===== src/rtl/uart_pkg.sv =====
// ---------------------------------------------------------------------------
// uart_pkg
//   Shared types and constants for the buffered 8N1 UART transmitter.
//   Contents:
//     tx_state_e     - serializer FSM states (IDLE, START, DATA, STOP)
//     FRAME_BITS     - line bits per 8N1 frame (start + 8 data + stop)
//     clks_per_bit() - clock cycles per line bit, rounded to nearest
// ---------------------------------------------------------------------------
package uart_pkg;

    typedef enum logic [1:0] {
        IDLE  = 2'd0,
        START = 2'd1,
        DATA  = 2'd2,
        STOP  = 2'd3
    } tx_state_e;

    localparam int FRAME_BITS = 10;

    // Adding half the baud rate before dividing rounds to nearest rather than
    // truncating, keeping the bit-time error below half a clock.
    function automatic int clks_per_bit(input int clk_hz, input int baud);
        return (clk_hz + baud / 2) / baud;
    endfunction

endpackage


===== src/rtl/sync_fifo.sv =====
// ---------------------------------------------------------------------------
// sync_fifo
//   Single-clock circular FIFO with show-ahead read data.
//   Parameters: WIDTH (entry width), DEPTH (entries, power of two, >= 2).
//   Ports:
//     clk, reset   - clock, asynchronous active-high reset
//     push         - write request; ignored while full
//     push_data    - data written on an accepted push
//     pop          - read request; ignored while empty
//     head_data    - oldest entry, valid whenever empty is low
//     full, empty  - occupancy flags, derived from the registered count
//     count        - current occupancy, 0..DEPTH
// ---------------------------------------------------------------------------
module sync_fifo #(
    parameter int WIDTH = 8,
    parameter int DEPTH = 8
) (
    input  logic                   clk,
    input  logic                   reset,
    input  logic                   push,
    input  logic [WIDTH-1:0]       push_data,
    input  logic                   pop,
    output logic [WIDTH-1:0]       head_data,
    output logic                   full,
    output logic                   empty,
    output logic [$clog2(DEPTH):0] count
);

    localparam int             AW         = $clog2(DEPTH);
    localparam logic [AW-1:0]  PTR_ONE    = AW'(1);
    localparam logic [AW:0]    CNT_ONE    = (AW + 1)'(1);
    localparam logic [AW:0]    FULL_COUNT = (AW + 1)'(DEPTH);

    logic [WIDTH-1:0] mem [DEPTH];
    logic [AW-1:0]    wr_ptr;
    logic [AW-1:0]    rd_ptr;
    logic             do_push;
    logic             do_pop;

    // Flags come from the registered count only, so a push decision never
    // depends combinationally on a pop in the same cycle.
    assign full      = (count == FULL_COUNT);
    assign empty     = (count == '0);
    assign do_push   = push && !full;
    assign do_pop    = pop && !empty;
    assign head_data = mem[rd_ptr];

    // NOTE: sequential state is assigned with <= so every register samples
    // pre-edge values; blocking = here would create order-dependent races.
    always_ff @(posedge clk or posedge reset) begin
        if (reset) begin
            wr_ptr <= '0;
            rd_ptr <= '0;
            count  <= '0;
        end else begin
            // DEPTH is a power of two, so the pointers wrap by overflow.
            if (do_push) wr_ptr <= wr_ptr + PTR_ONE;
            if (do_pop)  rd_ptr <= rd_ptr + PTR_ONE;
            case ({do_push, do_pop})
                2'b10:   count <= count + CNT_ONE;
                2'b01:   count <= count - CNT_ONE;
                default: count <= count;
            endcase
        end
    end

    // NOTE: the storage array has no reset; the cleared count and pointers
    // already mark every entry invalid, and an unreset array maps to RAM.
    always_ff @(posedge clk) begin
        if (do_push) mem[wr_ptr] <= push_data;
    end

endmodule


===== src/rtl/uart_tx_fifo.sv =====
// ---------------------------------------------------------------------------
// uart_tx_fifo
//   Buffered 8N1 UART transmitter. Bytes enter a FIFO through a valid/ready
//   push interface and are serialized LSB-first; queued frames are sent
//   back-to-back with no idle gap between stop and the next start bit.
//   Parameters: CLK_HZ, BAUD, DEPTH (FIFO entries, power of two, >= 2).
//   Ports:
//     clk, reset  - clock, asynchronous active-high reset
//     tx_req      - push request; accepted on an edge where tx_ready is high
//     tx_data     - byte pushed on accept
//     tx_ready    - FIFO not full
//     busy        - a frame is on the line or the FIFO holds data
//     fifo_count  - FIFO occupancy
//     uart_tx     - serial line, idle high
// ---------------------------------------------------------------------------
module uart_tx_fifo
    import uart_pkg::*;
#(
    parameter int CLK_HZ = 25000000,
    parameter int BAUD   = 115200,
    parameter int DEPTH  = 8
) (
    input  logic                   clk,
    input  logic                   reset,
    input  logic                   tx_req,
    input  logic [7:0]             tx_data,
    output logic                   tx_ready,
    output logic                   busy,
    output logic [$clog2(DEPTH):0] fifo_count,
    output logic                   uart_tx
);

    // Must come out at 2 or more for the baud counter to be meaningful.
    localparam int            CLKS_PER_BIT = clks_per_bit(CLK_HZ, BAUD);
    localparam int            CW           = $clog2(CLKS_PER_BIT);
    localparam logic [CW-1:0] BAUD_LAST    = CW'(CLKS_PER_BIT - 1);
    localparam logic [CW-1:0] BAUD_ONE     = CW'(1);
    localparam int            DATA_BITS    = FRAME_BITS - 2;
    localparam logic [2:0]    LAST_BIT     = 3'(DATA_BITS - 1);

    tx_state_e     state, state_nx;
    logic [CW-1:0] baud_cnt, baud_nx;
    logic [2:0]    bit_idx, bit_nx;
    logic [7:0]    shift_reg, shift_nx;
    logic          tx_line, line_nx;

    logic          fifo_pop;
    logic          fifo_full;
    logic          fifo_empty;
    logic [7:0]    fifo_head;
    logic          baud_last;

    sync_fifo #(
        .WIDTH (8),
        .DEPTH (DEPTH)
    ) u_fifo (
        .clk       (clk),
        .reset     (reset),
        .push      (tx_req),
        .push_data (tx_data),
        .pop       (fifo_pop),
        .head_data (fifo_head),
        .full      (fifo_full),
        .empty     (fifo_empty),
        .count     (fifo_count)
    );

    assign baud_last = (baud_cnt == BAUD_LAST);
    assign tx_ready  = !fifo_full;
    assign busy      = (state != IDLE) || !fifo_empty;
    assign uart_tx   = tx_line;

    always_ff @(posedge clk or posedge reset) begin
        if (reset) begin
            state     <= IDLE;
            baud_cnt  <= '0;
            bit_idx   <= '0;
            shift_reg <= '0;
            tx_line   <= 1'b1;
        end else begin
            state     <= state_nx;
            baud_cnt  <= baud_nx;
            bit_idx   <= bit_nx;
            shift_reg <= shift_nx;
            tx_line   <= line_nx;
        end
    end

    // The line is a register whose next value is chosen here, so each bit
    // change lands exactly on the edge that ends the previous bit time.
    always_comb begin
        // NOTE: every output of this block gets a default first; a path that
        // left one unassigned would infer a latch.
        state_nx = state;
        baud_nx  = baud_cnt;
        bit_nx   = bit_idx;
        shift_nx = shift_reg;
        line_nx  = tx_line;
        fifo_pop = 1'b0;

        case (state)
            IDLE: begin
                if (!fifo_empty) begin
                    fifo_pop = 1'b1;
                    shift_nx = fifo_head;
                    line_nx  = 1'b0;
                    baud_nx  = '0;
                    state_nx = START;
                end
            end

            START: begin
                if (baud_last) begin
                    baud_nx  = '0;
                    bit_nx   = '0;
                    line_nx  = shift_reg[0];
                    state_nx = DATA;
                end else begin
                    baud_nx = baud_cnt + BAUD_ONE;
                end
            end

            DATA: begin
                if (baud_last) begin
                    baud_nx = '0;
                    if (bit_idx == LAST_BIT) begin
                        line_nx  = 1'b1;
                        state_nx = STOP;
                    end else begin
                        // Shift right so the next bit to send is always bit 1.
                        bit_nx   = bit_idx + 3'd1;
                        shift_nx = {1'b0, shift_reg[7:1]};
                        line_nx  = shift_reg[1];
                    end
                end else begin
                    baud_nx = baud_cnt + BAUD_ONE;
                end
            end

            STOP: begin
                if (baud_last) begin
                    baud_nx = '0;
                    if (!fifo_empty) begin
                        // Chain straight into the next start bit: no idle gap.
                        fifo_pop = 1'b1;
                        shift_nx = fifo_head;
                        line_nx  = 1'b0;
                        state_nx = START;
                    end else begin
                        state_nx = IDLE;
                    end
                end else begin
                    baud_nx = baud_cnt + BAUD_ONE;
                end
            end

            default: state_nx = IDLE;
        endcase
    end

endmodule

===== config.mk =====
export PLATFORM = sky130hd
export DESIGN_NAME = uart_tx_fifo
export DESIGN_NICKNAME = d
export VERILOG_FILES = /design/src/rtl/uart_pkg.sv /design/src/rtl/sync_fifo.sv /design/src/rtl/uart_tx_fifo.sv
export SDC_FILE = /design/constraint.sdc
export NUM_CORES = 1
export LEC_CHECK = 0
export ABC_CLOCK_PERIOD_IN_PS = 9950
export CORE_MARGIN = 3
export CORE_UTILIZATION = 50
export DETAILED_ROUTE_END_ITERATION = 8
export HOLD_SLACK_MARGIN = 0.12
export PLACE_DENSITY = 0.74
export SYNTH_ARGS = -nofsm -noshare
export SYNTH_HDL_FRONTEND = slang
export SYNTH_HIERARCHICAL = 1
export SYNTH_SLANG_ARGS = --single-unit

===== constraint.sdc =====
create_clock -name clk -period 9.95 [get_ports clk]
set_clock_uncertainty 0.15 [all_clocks]
set_input_delay 2.4875 -clock clk [delete_from_list [all_inputs] [get_ports clk]]
set_output_delay 2.4875 -clock clk [all_outputs]
set_load 0.01 [all_outputs]

==> impl_metrics.tcl <==
set metrics [dict create \
    nFillCells 656 \
    overflow 0 \
    die_h_um 101 \
    hold_violations 0 \
    start_util_pct 52.8 \
    status "complete, no violations" \
    io_buffers 17 \
    yosys.area.top_type "edfxtp_1" \
    cts_max_path_buffers 2 \
    synthArstFlopShare_pct 33.3 \
    pre_cts_slack_ns 4.99 \
    placed_cell_area_mm2 0.00473 \
    coreArea_mm2 0.00846 \
    critical_path_arrival_ns 2.43 \
    cts_tree "done" \
    synth_cell_types 58 \
    synth_top_area_share_pct 43.0 \
    dp_cells 396 \
    diodes 0 \
    worstPathRequired_ns 7.31 \
    clkSinkCount 96 \
    power_leakage_nw 1.87 \
    dr_total_vias 2332 \
    die_width_um 101 \
    maxSlewViolCount 0 \
    synth_edf_count 64 \
    synthTopCellsByArea "edfxtp_1, dfrtp_1, mux4_1, mux2_2, ha_1" \
    worstMarginPinSlew_ns 0.967 \
    grtUsageTotal_pct 15.8 \
    gp_congestion 0.806 \
    cts_root_buf "clkbuf_8" \
    routed_wl_mm 7.45 \
    grt_pass1_vias 2360 \
    dr.first_iter.drc_count 146 \
    setup_viol 0 \
    post-route-period-util_pct 51.0 \
    whs_ns 0.370 \
    max_freq_mhz 197 \
    syn-cell-area_mm2 0.00447 \
    synthesis.nets 306 \
    largest_reg_flops 64 \
    cts_htree_levels 3 \
    crit_fanout 8 \
    rsz0062_at_grt "no" \
    slew_headroom_pct 35.3 \
    worstSetupStartpointType "flop" \
    worstSetupPathType "flop to primary output" \
    grt_pass1_wl_mm 12.1 \
    powerDensity_mw_per_mm2 187 \
    final_cells 412 \
    hpwl_mm 4.84 \
    drive_above_1_share_pct 18.6 \
    avgViaCountPerCell 5.66 \
    die_area_mm2 0.0101 \
    ios 18 \
    synthFlopType "edfxtp_1" \
    fin_crit_ns 5.07 \
    max-cap-violations 0 \
    clkLatencyLatePin_ns 0.36 \
    synthCells 280 \
    endpoint_kind "primary output" \
    hold_class "flop to flop" \
    setup_slack_ns 4.88 \
    fin_util_pct 58.3 \
    synth-seq-cells 96 \
    ys_warn_count 6 \
    cts_resized 0 \
    postCtsSetupBuffers 0 \
    power_mw 0.926 \
    syn2layout_area_growth_pct 10.4 \
    first_pass_iters 4 \
    ir_worst_vdd_uv 176 \
    final_nets 328 \
    ant_nets 0 \
    cts_buffers 9 \
    antenna_found_initial 0 \
    holdBufCountCts 0 \
    avgSynthCellArea_um2 16.0 \
    rows 33 \
    synth_seq_area_share_pct 60.9 \
    wl_per_cell_um 18.1 \
    fin_setup_tns_ns 0 \
    grt_max_degree 23 \
    clk_pin_slew_ns 0.09 \
    final_area_mm2 0.00494 \
    drc 0 \
]
[critical path, stage by stage, from the launching register on]
cell             delay [ns]
dfrtp_1                0.49
nor4_1                 0.70
nand2_1                0.33
clkdlybuf4s50_1        0.57
[cell type report]
type	instances	area (um2)	share of cell area, %
flip-flops and latches	96	2720	55.2
inverters	15	56.3	1.14
repair buffers	19	185	3.75
clock inverters	7	83.8	1.70
well taps	105	131	2.66
clock buffers	9	124	2.51
multi-input cells	161	1630	33.1
[power breakdown]
part	switching [mW]	internal (mW)
clock network	0.142	0.122
logic	0.0790	0.0683
registers	0.0326	0.482
[Yosys cell counts, drive strengths merged, types with 2 or more instances]
cell and number:
a31o 2, buf 7, o21ai 6, inv 15
edfxtp 64, mux2 26, a22o 3, nand3 3
nor3 5, nor3b 2, nand2b 2, ha 14
mux4 16, nor4 2, o41ai 2, and2 2
a21oi 4, xnor2 10, nor2 17, nand4 2
or4b 2, nor2b 2, dfrtp 31, nand2 19
xor2 2
[logic make-up (layout without fill, tap and decap cells)]
kind of cell / Yosys count / count (layout) / synth area share, %
flops: 96 / 96 / 60.9
buf+inv: 23 / 50 / 2.55
simple gates: 62 / 62 / 7.50
compound gates: 29 / 29 / 5.46
mux: 43 / 43 / 16.8
fa+ha+maj: 15 / 15 / 4.37
xor+xnor: 12 / 12 / 2.35
[routing by layer]
| layer | vias up | share of wire, % | track usage (%) |
|---|---|---|---|
| met4 | 0 | 1.2 | 4.66 |
| met2 | 35 | 50 | 26.4 |
| met3 | 8 | 2.9 | 3.53 |
| li1 | 1113 | - | - |
| met1 | 1176 | 46 | 21.0 |
| met5 | - | 0 | 0 |
[layout by cell type, fill, tap and decap left out, types with 9 or more instances in the layout]
master,n
ha_1,14
xnor2_1,10
clkdlybuf4s50_1,17
nor2_1,16
inv_1,15
mux4_1,16
nand2_1,18
clkbuf_8,9
edfxtp_1,64
mux2_2,17
dfrtp_1,31
[worst paths after layout]
| path | cells past startpoint | slack, ns | start | end |
|---|---|---|---|---|
| setup / recovery | 3 | 4.88 | u_fifo/count[0]$_DFFE_PP0P_ | busy |
| hold / removal | 1 | 0.37 | shift_reg[3]$_DFFE_PP0P_ | shift_reg[3]$_DFFE_PP0P_ |
| setup reg to reg | 13 | 6.40 | baud_cnt[0]$_DFFE_PP0P_ | u_fifo/count[3]$_DFFE_PP0P_ |
| hold reg to reg | 1 | 0.37 | shift_reg[3]$_DFFE_PP0P_ | shift_reg[3]$_DFFE_PP0P_ |
| max in group asynchronous | 2 | 6.63 | reset | shift_reg[2]$_DFFE_PP0P_ |
| min in group asynchronous | 2 | 2.28 | reset | u_fifo/count[3]$_DFFE_PP0P_ |
No activity file was read; power rests on OpenSTA's default activity.
